[src/rtl/memory_cycle.sv]
// memory_cycle: M-stage data memory plus M/W register; define SUBWORD_ACCESS_EN for B/H/BU/HU accesses.
// Latency: load data 1 cycle M->W. Backpressure: StallM holds W and suppresses the store.
module memory_cycle #(
  parameter int DMEM_WORDS = 64
) (
  input  logic        clk,
  input  logic        reset,
  input  logic        regwriteM,
  input  logic        MemWriteM,
  input  logic        ResultSrcM,
  input  logic [2:0]  funct3M,
  input  logic [31:0] ALU_ResultM,
  input  logic [31:0] WriteDataM,
  input  logic [4:0]  RD_M,
  input  logic [31:0] PCPlus4M,
  input  logic        StallM,
  input  logic        FlushW,
  output logic        regwriteW,
  output logic        ResultSrcW,
  output logic [4:0]  RD_W,
  output logic [31:0] PCPlus4W,
  output logic [31:0] ALU_ResultW,
  output logic [31:0] ReadDataW,
  output logic        MisalignW
);

  localparam int AW = $clog2(DMEM_WORDS);

  logic [31:0]   mem [DMEM_WORDS];
  logic [AW-1:0] idx;
  logic [31:0]   rd_word;
  logic          misalign;
  logic [31:0]   load_data;
  logic [31:0]   wr_data;
  logic [3:0]    wr_mask;

  // Upper address bits are dropped so the memory aliases modulo its size.
  assign idx     = ALU_ResultM[AW+1:2];
  assign rd_word = mem[idx];

`ifdef SUBWORD_ACCESS_EN
  logic [1:0]  ofs;
  logic [7:0]  rd_byte;
  logic [15:0] rd_half;

  always_comb begin
    ofs       = ALU_ResultM[1:0];
    rd_byte   = rd_word[8*ofs +: 8];
    rd_half   = ofs[1] ? rd_word[31:16] : rd_word[15:0];
    misalign  = 1'b0;
    load_data = rd_word;
    wr_data   = WriteDataM;
    wr_mask   = 4'hF;
    case (funct3M)
      3'b000, 3'b100: begin
        load_data = funct3M[2] ? {24'b0, rd_byte} : {{24{rd_byte[7]}}, rd_byte};
        wr_data   = {4{WriteDataM[7:0]}};
        wr_mask   = 4'b0001 << ofs;
      end
      3'b001, 3'b101: begin
        misalign  = ofs[0];
        load_data = funct3M[2] ? {16'b0, rd_half} : {{16{rd_half[15]}}, rd_half};
        wr_data   = {2{WriteDataM[15:0]}};
        wr_mask   = ofs[1] ? 4'b1100 : 4'b0011;
      end
      // Unlisted encodings behave as full-word accesses.
      default: misalign = (ofs != 2'b00);
    endcase
  end
`else
  logic unused_funct3;

  assign unused_funct3 = ^funct3M;
  assign misalign      = 1'b0;
  assign load_data     = rd_word;
  assign wr_data       = WriteDataM;
  assign wr_mask       = 4'hF;
`endif

  // A flush does not cancel the store; only a stall or misalignment does.
  always_ff @(posedge clk) begin
    if (reset) begin
      for (int i = 0; i < DMEM_WORDS; i++) mem[i] <= '0;
    end else if (MemWriteM && !StallM && !misalign) begin
      for (int b = 0; b < 4; b++) begin
        if (wr_mask[b]) mem[idx][8*b +: 8] <= wr_data[8*b +: 8];
      end
    end
  end

  always_ff @(posedge clk) begin
    if (reset || FlushW) begin
      regwriteW   <= 1'b0;
      ResultSrcW  <= 1'b0;
      RD_W        <= '0;
      PCPlus4W    <= '0;
      ALU_ResultW <= '0;
      ReadDataW   <= '0;
      MisalignW   <= 1'b0;
    end else if (!StallM) begin
      regwriteW   <= regwriteM;
      ResultSrcW  <= ResultSrcM;
      RD_W        <= RD_M;
      PCPlus4W    <= PCPlus4M;
      ALU_ResultW <= ALU_ResultM;
      ReadDataW   <= (ResultSrcM && !misalign) ? load_data : '0;
      MisalignW   <= (MemWriteM || ResultSrcM) && misalign;
    end
  end

endmodule

[config.mk]
export PLATFORM = sky130hd
export DESIGN_NAME = memory_cycle
export DESIGN_NICKNAME = d
export VERILOG_FILES = /design/src/rtl/memory_cycle.sv
export SDC_FILE = /design/constraint.sdc
export NUM_CORES = 2
export LEC_CHECK = 0
export ABC_AREA = 1
export CAP_MARGIN = 20
export CORE_UTILIZATION = 30
export CTS_BUF_LIST = sky130_fd_sc_hd__clkbuf_4 sky130_fd_sc_hd__clkbuf_8 sky130_fd_sc_hd__clkbuf_16
export DETAILED_ROUTE_END_ITERATION = 6
export RECOVER_POWER = 50
export REMOVE_ABC_BUFFERS = 1
export SLEW_MARGIN = 30
export SYNTH_ARGS = -nofsm -noshare
export SYNTH_HDL_FRONTEND = slang
export SYNTH_SLANG_ARGS = --single-unit
[constraint.sdc]
create_clock -name clk -period 7.8 [get_ports clk]
set_input_delay 1.56 -clock clk [delete_from_list [all_inputs] [get_ports clk]]
set_output_delay 1.56 -clock clk [all_outputs]
set_load 0.05 [all_outputs]
==> results.txt <==
Initial core utilization: 30.2%
Die width: 575 um
Iter 0 DRT Violations: 8,019
Crit path DAT: 7.07 ns
Min Clock Period, post-route: 6.49 ns
Final Cycle Share: 83.2%
Vias in the first global route: 68,700
Req. time, crit path: 8.38 ns
XOR/XNOR Fraction of Synth Area: 0%
Compound-Gate Fraction of Synth Area: 0.639%
Clk_lat worst skew: 0.89 ns
Mux cell area share after synthesis: 0%
Worst R2R End: ReadDataW[20]
Worst-margin pin slew: 3.60 ns
Reg2Reg Depth: 12
Synth top area cells: edfxtp_1, nand2_1, nor2_1
Share of the synthesized area in the top cell type: 62.4%
Largest family of logic cells by synthesized area: simple AND/OR/NAND/NOR gates
Rows: 210
CTS Root Cell: clkbuf_16
Hold path start: regwriteW
Final worst setup slack: 1.31 ns
Placeable Area: 327,000 um^2
Hold path endpoint: regwriteW
Seq/Total Area, Yosys: 64.4%
Final WL: 317,000 um
Hold Vio Cnt, Final: 0
DR vias: 74,600
Worst-path clk slew: 0.06 ns
Fill count: 33,300
Peak Freq: 154 MHz
Slew margin rel.: -140%
GRT Resource Usage Total: 18.6%
Crit end category: flip-flop
CTS Buf Count: 226
Violated checks: capacitance limit, slew limit
Pre-CTS setup slack: 1.85 ns
FF-to-FF Start: mem[13][20]
#FFs+latches synth: 2,151
Largest net degree at the start of global routing: 186
CTS tree: built
RSZ-0062 raised after global routing: false
Hold buffers post-CTS: 0
Post-DRT Antenna Nets: 0
Layout cells sized above 1: 5.57%
NumNets Final: 11,300
Vias per cell: 4.75
Total grt overflow: 0
CP Launch Type: input port
Post-CTS setup repair buffer count: 0
Remaining DRCs: 0
Post-Synth Simple-Gate Area: 31.4%
Ys Warns: 0
Yosys top cell by area: edfxtp_1
Reg2Reg Setup Slack: 5.40 ns
Avg Cell Area, Syn: 8.66 um^2
Synth cell types: 22
# IOs: 215
Power per Cell Area: 234 nW/um^2
Crit Path Max Fanout: 33
P_leak: 48.4 nW
Die area: 331,000 um^2
Maximum clock path buffer count: 4
Max VDD drop: 0.179 mV
First-pass GRT wire length: 461,000 um
GPL Wtd Cong: 0.952
Post_cts resized: 0
Clock Skew: 0.0604 ns
Max_cap viols: 16
H-tree depth: 4
Post-Synthesis Cells: 11,400
Hold depth: 2
Min Hold Slack: 0.453 ns
Final Max Tran Viols: 619
Setup violators final: 0
Cell area after synthesis: 98,600 um^2
Antenna violations before repair: 6
Crit Path Category: in -> reg
Area Overhead vs Synth: 13.5%
Die H: 575 um
Outcome: finished, violations left
Sink Count: 2,151
DR WL/cell: 20.1 um
DPL Wire Length: 183,000 um
Hold WC Path Type: reg -> reg
Synth Area in Adders: 0%
IO Port Bufs: 210
First drt pass iteration count: 6
-- logic make-up (layout without fill, tap and decap cells) --
group | Yosys count | after routing
AO/OA/AOI/OAI | 122 | 122
AND/OR/NAND/NOR | 8204 | 8204
other | 1 | 5
buffers and inverters | 909 | 897
flip-flops | 2151 | 2151
-- stage by stage --
step	setup TNS [ns]	total power, mW	cells	util [%]	area [um^2]
after global placement	0	15.9	15300	32.1	105000
after CTS	0	26.4	15700	34.3	112000
after global routing	0	27.0	15700	34.2	112000
after detailed placement	0	15.9	15300	32.1	105000
final	0	26.2	15700	34.2	112000
after floorplan	-9375.36	14.9	10500	-	95300
-- state kept, by name (all words and copies together), names as in the netlist --
signal,count
ResultSrcW,1
regwriteW,1
RD_W,5
ReadDataW,32
PCPlus4W,32
mem,2048
ALU_ResultW,32
-- final cells by class --
cell class | instances | area [um^2] | share of cell area [%]
Clock buffer | 289 | 6190 | 5.53
Tap cell | 4346 | 5440 | 4.86
Inverter | 57 | 288 | 0.257
Clock inverter | 105 | 881 | 0.787
Sequential cell | 2151 | 63600 | 56.8
Multi-Input combinational cell | 8327 | 31600 | 28.2
Antenna cell | 4 | 10.0 | 0.00894
Timing Repair Buffer | 446 | 4060 | 3.63
-- synth_stat cells (all sizes together) --
cell    instances
inv            57
edfxtp       2048
or2             5
a211oi          1
o21ai          12
a21oi         102
nand2        6041
nor2         2134
buf           138
conb            1
o211ai          7
nand3          13
dfxtp         103
clkbuf        714
nor4            4
nor3            7
-- power by group --
part	switching, mW	internal [mW]
clock	4.54	6.00
combinational	1.83	0.546
sequential	0.143	13.2
-- cell usage in the layout, fill, tap and decap left out, types with 15 or more instances in the layout --
cell             instances
inv_1                   19
buf_4                  194
nor2_1                2126
dfxtp_1                103
a21oi_1                102
dlygate4sd3_1          104
clkbuf_16              228
buf_12                  15
clkdlybuf4s50_1        102
clkbuf_4                56
clkbuf_1                18
clkinv_1                39
edfxtp_1              2048
nand2_1               6040
clkinv_2                64
-- metal layers --
metal  routed length [um]  vias up  part of all wire [%]  track usage [%]
met3                24200      585                   7.7             2.34
li1                     -    35400                     -                -
met1               127000    35500                    40             24.0
met2               145000     3091                    46             30.0
met5                    0        -                     0                0
met4                20100        0                   6.4             10.8
-- worst max-delay path: stages --
cell and delay [ns]:
dlygate4sd3_1 0.59, clkinvlp_2 1.23, nand3_1 1.36, nor4_4 0.17, clkbuf_1 0.35, buf_4 0.27, nand2_1 0.09, buf_4 0.39
nand2_1 0.55, buf_4 0.45
-- how the worst max path moves through the flow --
stage | startpoint | endpoint | slack, ns | cells after the start
global route | reset | mem[25][29] | 1.30 | 8
global placement | reset | mem[1][17] | 1.63 | 9
CTS | reset | mem[46][26] | 2.74 | 7
finish | reset | mem[1][25] | 1.31 | 10
detailed placement | reset | mem[46][26] | 1.85 | 7
floorplan | ALU_ResultM[2] | mem[28][0] | -6.67 | 3
No activity file was read; power rests on OpenSTA's default activity.
